**config.mk**
```make
export PLATFORM = sky130hd
export DESIGN_NAME = pwm_peripheral
export DESIGN_NICKNAME = d
export VERILOG_FILES = /design/src/rtl/pwm_peripheral.sv
export SDC_FILE = /design/constraint.sdc
export NUM_CORES = 1
export LEC_CHECK = 0
export BUFFER_PORTS_ARGS = -buffer_cell sky130_fd_sc_hd__buf_4
export CORE_UTILIZATION = 45
export DETAILED_ROUTE_END_ITERATION = 7
export PLACE_DENSITY = 0.78
export RECOVER_POWER = 25
export SLEW_MARGIN = 10
export SYNTH_ARGS = -nofsm -noshare
export SYNTH_HDL_FRONTEND = slang
export SYNTH_SLANG_ARGS = --single-unit
```
**constraint.sdc**
```tcl
create_clock -name clk -period 6.1 [get_ports clk]
set_clock_uncertainty 0.2 [all_clocks]
set_input_delay 0.61 -clock clk [delete_from_list [all_inputs] [get_ports clk]]
set_output_delay 0.61 -clock clk [all_outputs]
set_load 0.01 [all_outputs]
```
**src/rtl/pwm_peripheral.sv**
```systemverilog
// 16-pin output stage: each pin forced low, held high, or driven by a shared 8-bit PWM.
// Latency: one clk from enables/counter state to out; duty takes effect at the next period boundary.
// Backpressure: none; free-running, inputs are always accepted.
module pwm_peripheral #(
    parameter int CLK_DIV = 13
) (
    input  logic        clk,
    input  logic        rst_n,
    input  logic [7:0]  en_reg_out_7_0,
    input  logic [7:0]  en_reg_out_15_8,
    input  logic [7:0]  en_reg_pwm_7_0,
    input  logic [7:0]  en_reg_pwm_15_8,
    input  logic [7:0]  pwm_duty_cycle,
    output logic [15:0] out,
    output logic        period_start
);

    localparam int PW = (CLK_DIV > 1) ? $clog2(CLK_DIV) : 1;
    localparam logic [PW-1:0] PS_MAX = PW'(CLK_DIV - 1);

    logic [PW-1:0] prescaler;
    logic [7:0]    pwm_cnt;
    logic [7:0]    duty_shadow;
    logic          tick;
    logic          wrap;
    logic          pwm_level;
    logic [15:0]   en_out;
    logic [15:0]   en_pwm;

    assign en_out = {en_reg_out_15_8, en_reg_out_7_0};
    assign en_pwm = {en_reg_pwm_15_8, en_reg_pwm_7_0};

    assign tick = (prescaler == PS_MAX);
    assign wrap = tick && (pwm_cnt == 8'hFF);

    // 0xFF means fully on rather than 255/256, so a "100%" request never dips low.
    assign pwm_level = (duty_shadow == 8'hFF) || (pwm_cnt < duty_shadow);

    always_ff @(posedge clk or negedge rst_n) begin
        if (!rst_n) begin
            prescaler    <= '0;
            pwm_cnt      <= 8'h00;
            duty_shadow  <= 8'h00;
            period_start <= 1'b0;
            out          <= 16'h0000;
        end else begin
            prescaler <= tick ? '0 : prescaler + 1'b1;
            if (tick) begin
                pwm_cnt <= pwm_cnt + 8'd1;
            end
            // Shadow reloads only alongside the counter wrap so no period is cut short.
            if (wrap) begin
                duty_shadow <= pwm_duty_cycle;
            end
            period_start <= wrap;
            out          <= en_out & (~en_pwm | {16{pwm_level}});
        end
    end

endmodule

```
Word-level counts from Yosys, hierarchy flattened
Index checks and enable logic that the tools add are counted.
Storage, ports and cells
  register bits after elaboration: 37
  output and inout bits: 17
  input bits: 42
  word-level logic and storage cells: 17
Operators by class
  $lt $le $gt $ge: 1
  reduce and logical (&&, ||, !) cells: 2
  bitwise operators: 3
  muxes and demuxes: 1
  equal/unequal tests: 3
  add/sub/neg operators: 2
Operators by type and width (number)
  $and 16x16->16: 1
  $eq 8x8->1 const B: 2
  $not 16->16: 1
  $or 16x16->16: 1
  $add 8x1->8 const B: 1
  $lt 8x8->1: 1
  $add 4x1->4 const B: 1
  $eq 4x4->1 const B: 1
  $mux 4: 1
  $logic_and 1x1->1: 1
  $logic_or 1x1->1: 1

Depth between registers and ports, before layout
Gate-level depths: netlist (run 1).
  word-level depth: 4
  gate-level depth with buffers: 7
  depth with buffers taken out: 6

Least setup slack after synthesis (run 1)
Ideal clock, no wire load.
  kind: flip-flop to flip-flop
  start: register pwm_cnt[6]
  end: register out[10]
  path buffers: 1
  path slack: 4.120 ns
  stages on the path, launching flop included: 7
  period minus slack after synthesis: 1.980 ns
  arrival: 1.652 ns
  library setup time: 0.129 ns
  path through: dfrtp_1 ha_1 and4_1 o21ai_0 o32ai_2 clkbuf_2 a21boi_0
Between the ends
  word-level cells in the longest chain between the ends: 4
RTL lines
  start: declaration: RTL line 22  | logic [7:0] pwm_cnt;
  start signal: assignment: RTL line 49  | pwm_cnt <= pwm_cnt + 8'd1;
  $lt 8x8->1: RTL line 37  | assign pwm_level = (duty_shadow == 8'hFF) || (pwm_cnt < duty_shadow);
  $logic_or 1x1->1: RTL line 37
  $or 16x16->16: RTL line 56  | out <= en_out & (~en_pwm | {16{pwm_level}});
  $and 16x16->16: RTL line 56
  end signal: assignment: RTL line 56
  end: declaration: RTL line 14  | output logic [15:0] out,
No other way between the ends.
A chain may end at the register's enable or synchronous reset.

Worst setup path in the final report (run 1)
  start: register pwm_cnt[6]
  end: register out[9]
Same word-level chain as after synthesis.

==> impl_metrics.env, run 1 <==
export IMPL_outcome="complete, but fails checks"
export IMPL_failed_checks="capacitance limit, slew limit"
export IMPL_avgSynthCellArea_um2=13.2
export IMPL_cts_buffer_depth=2
export IMPL_ys_seq_elements=37
export IMPL_grt_pass1_wl_um=5200
export IMPL_cts_resized=0
export IMPL_io_pins=59
export IMPL_hold_viol=0
export IMPL_maxCapViolCount=1
export IMPL_critPathLaunchType="flip-flop"
export IMPL_overflow=0
export IMPL_antenna_found_initial=0
export IMPL_synth_top_area_share_pct=57.0
export IMPL_fin_area_mm2=0.00217
export IMPL_timing_fmax_mhz=418
export IMPL_postCtsSetupRepairBufs=0
export IMPL_fin_tns_setup_ns=0
export IMPL_area_growth_syn_to_layout_pct=33.4
export IMPL_critical_path_class="flip-flop to flip-flop"
export IMPL_cp_required_ns=6.08
export IMPL_dieHeight_um=62.1
export IMPL_place_area_mm2=0.00210
export IMPL_cp_max_fo=16
export IMPL_drive_gt1_share_pct=42.2
export IMPL_diodes=0
export IMPL_max_slew_worst_pin_slew_ns=1.85
export IMPL_die_w_um=62.1
export IMPL_ir_drop_v=0.000164
export IMPL_clock_root_buffer="clkbuf_4"
export IMPL_slew_violations=38
export IMPL_place_port_buffers=58
export IMPL_coreArea_mm2=0.00339
export IMPL_min_period_over_period_pct=39.2
export IMPL_wl_per_cell_um=12.4
export IMPL_layout_setup_ws_ns=3.71
export IMPL_vias=1135
export IMPL_numCtsBuffers=5
export IMPL_finalSetupViolCount=0
export IMPL_via_per_inst=4.87
export IMPL_endpoint_kind="flip-flop"
export IMPL_first_iter_violations=24
export IMPL_final_util_pct=64.0
export IMPL_clk_pin_slew_ns=0.11
export IMPL_syn_inst=123
export IMPL_place_hpwl_um=2280
export IMPL_ff2ff_setup_slack_ns=3.71
export IMPL_rsz0062_at_grt="false"
export IMPL_initial_core_util_pct=48.0
export IMPL_hold_buffers=0
export IMPL_cts_tree="yes"
export IMPL_place_congestion=0.701
export IMPL_htreeDepth=2
export IMPL_ant_nets=0
export IMPL_yosys_warnings=0
export IMPL_layout_commonest_cell="buf_4"
export IMPL_slew_headroom_pct=-23.3
export IMPL_synth_area_leaders="dfrtp_1 57%, ha_1 7.7%, a21boi_0 7.4%, mux2_2 6.2%, xnor2_1 2.7%"
export IMPL_grt_pass1_vias=1216
export IMPL_synth_top_cell_by_area="dfrtp_1"
export IMPL_grt_usage_pct=17.6
export IMPL_clock_latency_ns=0.33
export IMPL_wl_um=2880
export IMPL_cts_sinks=37
export IMPL_drtPass1Iterations=4
export IMPL_synth_cell_area_mm2=0.00163
export IMPL_leakage_nw=1.10
export IMPL_min_period_ns=2.39
export IMPL_synth_fp_nets=175
export IMPL_fin_nets=238
export IMPL_grt_max_degree=38
export IMPL_pre_cts_ws_ns=3.70
export IMPL_die_area_mm2=0.00386
export IMPL_drc=0
export IMPL_p_per_area_mw_per_mm2=206
export IMPL_min_path_type="input port to flip-flop"
export IMPL_arrival_ns=2.37
export IMPL_ys_types=25
export IMPL_synth_yosys_seq_area_share_pct=57.0
export IMPL_final_cell_mix="57 x buf_4, 37 x dfrtp_1, 16 x a21boi_0"
export IMPL_row_count=21
cells by family (layout without fill, tap and decap cells):
group           after synthesis  after routing  share of synthesized area, %
flops                        37             37                          57.0
buf+inv                      13             77                          3.54
fa+ha+maj                    10             10                          7.70
simple gates                 20             20                          7.85
mux                           9              9                          6.24
xor+xnor                      8              8                          4.31
compound gates               26             26                          13.4
flip-flops by register name (all words and copies together) (netlist names):
| signal | flops |
|---|---|
| pwm_cnt | 8 |
| out | 16 |
| prescaler | 4 |
| duty_shadow | 8 |
| period_start | 1 |
critical path, stage by stage (launching register included):
cell and delay, ns:
dfrtp_1 0.46, ha_1 0.35, and4_1 0.18, o21ai_0 0.10, o32ai_2 0.73, a21boi_0 0.21
area by class of cell:
| class | count | area [um2] |
|---|---|---|
| multi-input combinational | 73 | 642 |
| sequential | 37 | 926 |
| inverter | 11 | 41.3 |
| tap | 46 | 57.6 |
| clock inverter | 1 | 5.00 |
| timing repair buffer | 58 | 432 |
| fill | 261 | 1220 |
| clock buffer | 7 | 65.1 |
path summary, 6_finish.rpt:
kind,cells after the start,endpoint,startpoint
worst max-delay path,5,out[9]$_DFF_PN0_,pwm_cnt[6]$_DFFE_PN0P_
worst min-delay path,2,out[10]$_DFF_PN0_,en_reg_pwm_15_8[2]
worst max register to register,5,out[9]$_DFF_PN0_,pwm_cnt[6]$_DFFE_PN0P_
worst min register to register,1,prescaler[3]$_DFF_PN0_,prescaler[3]$_DFF_PN0_
max in group asynchronous,1,out[4]$_DFF_PN0_,rst_n
min in group asynchronous,1,pwm_cnt[7]$_DFFE_PN0P_,rst_n
per-layer routing:
layer / vias to the layer above / global-route usage, % / routed length, um
met5: - / 0 / 0
li1: 557 / - / -
met3: 7 / 9.19 / 305
met2: 47 / 29.9 / 1420
met4: 0 / 6.98 / 49
met1: 524 / 18.3 / 1110
metrics by stage:
stage	cells	total power [mW]	hold WS (ns)
3_5_place_dp	225	0.310	0.263
2_1_floorplan	123	0.275	0.114
3_3_place_gp	225	0.308	0.247
4_1_cts	233	0.452	0.00903
5_1_grt	233	0.474	0.212
6_report	233	0.446	0.240
cells in the mapped netlist, drive strengths merged:
| cell | instances |
|---|---|
| nand4 | 4 |
| a21boi | 16 |
| inv | 11 |
| nor2 | 6 |
| nand2b | 1 |
| and3 | 3 |
| and4 | 1 |
| o21ai | 2 |
| buf | 1 |
| o41ai | 1 |
| a21oi | 2 |
| nand2 | 5 |
| ha | 10 |
| mux2 | 9 |
| xor2 | 3 |
| a2111oi | 1 |
| xnor2 | 5 |
| a21o | 1 |
| dfrtp | 37 |
| a41o | 1 |
| o32ai | 1 |
| o21a | 1 |
| clkbuf | 1 |
power by group:
| part | switching, mW | leakage (nW) | total, mW | internal (mW) |
|---|---|---|---|---|
| combinational | 0.0171 | 0.614 | 0.0468 | 0.0297 |
| sequential | 0.00391 | 0.441 | 0.257 | 0.253 |
| clock | 0.0749 | 0.0413 | 0.142 | 0.0668 |
| total | 0.0959 | 1.10 | 0.446 | 0.350 |
Note: power is estimated with default switching activity, not from simulation.
==> inputs of run 2 (changes only) <==
Settings changed: ABC_AREA set to 1, PLACE_DENSITY 0.78 to 0.77.
Clock period 6.1 ns to 2.3 ns, I/O delays scaled along.
==> impl_metrics.env, run 2 <==
export IMPL_ys_top_cells_by_count="45 x nand2_1, 38 x inv_1, 37 x dfrtp_1"
export IMPL_diodes=0
export IMPL_io_pins=59
export IMPL_die_area_mm2=0.00404
export IMPL_outcome="finished clean"
export IMPL_ir_drop_v=0.000349
export IMPL_place_hpwl_um=2370
export IMPL_p_seq_share_pct=53.1
export IMPL_first_iter_violations=63
export IMPL_place_congestion=0.803
export IMPL_ys_types=22
export IMPL_critPathMaxStageDelay_ns=0.44
export IMPL_fin_nets=330
export IMPL_pwr_share_comb_pct=12.1
export IMPL_numCtsBuffers=5
export IMPL_cp_common_cell="nand2_1"
export IMPL_min_period_over_period_pct=90.4
export IMPL_dieHeight_um=63.6
export IMPL_synth_most_common_cell="nand2_1"
export IMPL_wl_per_cell_um=12.4
export IMPL_area_growth_syn_to_layout_pct=50.7
export IMPL_synth_fp_nets=237
export IMPL_layout_commonest_cell="buf_4"
export IMPL_slew_violations=0
export IMPL_cts_resized=0
export IMPL_grt_max_degree=38
export IMPL_synth_area_leaders="dfrtp_1 54%, nand2_1 9.9%, inv_1 8.4%, ha_1 7.3%, nand3_1 5.3%"
export IMPL_crit_chain="ha_1, a21oi_1, nor2_1, nor3_1, nand2_1, nand3_1, nand2_1, inv_1"
export IMPL_ant_nets=0
export IMPL_synth_cell_area_mm2=0.00171
export IMPL_regMostFlops="out"
export IMPL_overflow=0
export IMPL_die_w_um=63.6
export IMPL_drc=0
export IMPL_clkPwrFrac_pct=34.8
export IMPL_ys_flop_type="dfrtp_1"
export IMPL_timing_fmax_mhz=481
export IMPL_cts_sinks=37
export IMPL_drtPass1Iterations=4
export IMPL_rsz0062_at_grt="false"
export IMPL_leakage_nw=1.43
export IMPL_grt_usage_pct=22.1
export IMPL_cp_num_buf_inv=1
export IMPL_avgSynthCellArea_um2=9.23
export IMPL_min_path_type="input port to flip-flop"
export IMPL_ys_seq_elements=37
export IMPL_holdWs_ns=0.0143
export IMPL_largestRegisters="out x16, duty_shadow x8, pwm_cnt x8"
export IMPL_coreArea_mm2=0.00366
export IMPL_cts_tree="yes"
export IMPL_synth_top_area_share_pct=54.3
export IMPL_cts_buffer_depth=2
export IMPL_htreeDepth=2
export IMPL_row_count=22
export IMPL_p_per_area_mw_per_mm2=490
export IMPL_switching_share_pct=20.6
export IMPL_synth_top_cell_by_area="dfrtp_1"
export IMPL_largest_reg_flops=16
export IMPL_min_period_ns=2.08
export IMPL_critical_path_class="flip-flop to flip-flop"
export IMPL_yosys_warnings=0
export IMPL_cp_max_fo=16
export IMPL_power_switching_uw=260
export IMPL_hold_viol=0
export IMPL_antenna_found_initial=0
export IMPL_power_internal_mw=1.00
export IMPL_slew_headroom_pct=41.4
export IMPL_grt_pass1_wl_um=6790
export IMPL_clock_latency_ns=0.27
export IMPL_final_cell_mix="58 x buf_4, 45 x nand2_1, 38 x inv_1"
export IMPL_max_slew_worst_pin_slew_ns=0.879
export IMPL_synthArstFlopShare_pct=100
export IMPL_clk_pin_slew_ns=0.07
export IMPL_place_port_buffers=58
export IMPL_arrival_ns=2.10
export IMPL_vias=1509
export IMPL_endpoint_kind="flip-flop"
export IMPL_cp_required_ns=2.32
export IMPL_drive_gt1_share_pct=25.9
export IMPL_fin_tns_setup_ns=0
export IMPL_wl_um=4040
export IMPL_via_per_inst=4.63
export IMPL_syn_inst=185
export IMPL_synth_yosys_seq_area_share_pct=54.3
export IMPL_synth_edf_count=0
export IMPL_critPathLaunchType="flip-flop"
export IMPL_grt_pass1_vias=1535
export IMPL_maxCapViolCount=0
export IMPL_initial_core_util_pct=46.6
export IMPL_cp_slowest_cell="dfrtp_1"
export IMPL_finalSetupViolCount=0
export IMPL_cpLargestDelayFamily="simple AND/OR/NAND/NOR gates"
export IMPL_clock_root_buffer="clkbuf_8"
-- run 2: repair_timing --
| item | in CTS | in global routing |
|---|---|---|
| hold buffers | 30 | 0 |
| buffers inserted | 0 | 0 |
| endpoints found under the setup margin | 0 | 0 |
| hold endpoints to repair | 61 | 0 |
-- run 2: worst paths after layout --
path / depth (start not counted) / from / endpoint / slack [ns]
setup / recovery: 8 / pwm_cnt[5]$_DFFE_PN0P_ / out[14]$_DFF_PN0_ / 0.22
hold / removal: 4 / en_reg_pwm_7_0[1] / out[1]$_DFF_PN0_ / 0.01
setup reg to reg: 8 / pwm_cnt[5]$_DFFE_PN0P_ / out[14]$_DFF_PN0_ / 0.22
hold reg to reg: 1 / prescaler[3]$_DFF_PN0_ / prescaler[3]$_DFF_PN0_ / 0.29
max in group asynchronous: 2 / rst_n / prescaler[3]$_DFF_PN0_ / 0.94
min in group asynchronous: 2 / rst_n / prescaler[1]$_DFF_PN0_ / 0.40
-- run 2: per-layer routing --
metal  vias to the layer above  part of all wire [%]  GRT usage, %
li1                        749                     -             -
met4                         0                  0.99          7.67
met1                       689                    40          25.9
met3                         5                    11          9.96
met2                        66                    48          35.6
met5                         -                     0             0
-- run 2: cells by family (layout without fill, tap and decap cells) --
logic type	count (synthesis)	in the layout	synth area share, %
compound gates	13	13	4.03
xor+xnor	7	7	3.59
fa+ha+maj	10	10	7.33
buf+inv	42	135	9.82
flops	37	37	54.3
simple gates	76	76	21.0
-- run 2: power groups by stage --
stage	clock, mW	combinational (mW)	sequential [mW]
5_1_grt	0.483	0.165	0.669
3_5_place_dp	0	0.109	0.681
3_3_place_gp	0	0.108	0.680
2_1_floorplan	0	0.0104	0.689
6_report	0.438	0.153	0.669
4_1_cts	0.455	0.149	0.669
-- run 2: final cells by class --
type	count	area [um2]
inverter	39	146
multi-input combinational	106	613
sequential	37	926
clock buffer	7	86.3
fill	261	1090
timing repair buffer	89	741
tap	48	60.1
-- run 2: worst min-delay path, stage by stage --
cell and delay [ns]:
buf_4 0.08, nand3_1 0.06, nand2_1 0.06, inv_1 0.03
-- run 2: per-stage QoR --
step | worst slack (ns) | util, % | std cells | area (um2) | total power [mW]
2_1_floorplan | 0.532 | - | 185 | 1710 | 0.699
3_3_place_gp | 0.358 | 59.8 | 289 | 2190 | 0.789
3_5_place_dp | 0.343 | 59.8 | 289 | 2190 | 0.790
4_1_cts | 0.317 | 70.3 | 326 | 2570 | 1.27
5_1_grt | 0.0463 | 70.3 | 326 | 2570 | 1.32
6_report | 0.222 | 70.3 | 326 | 2570 | 1.26
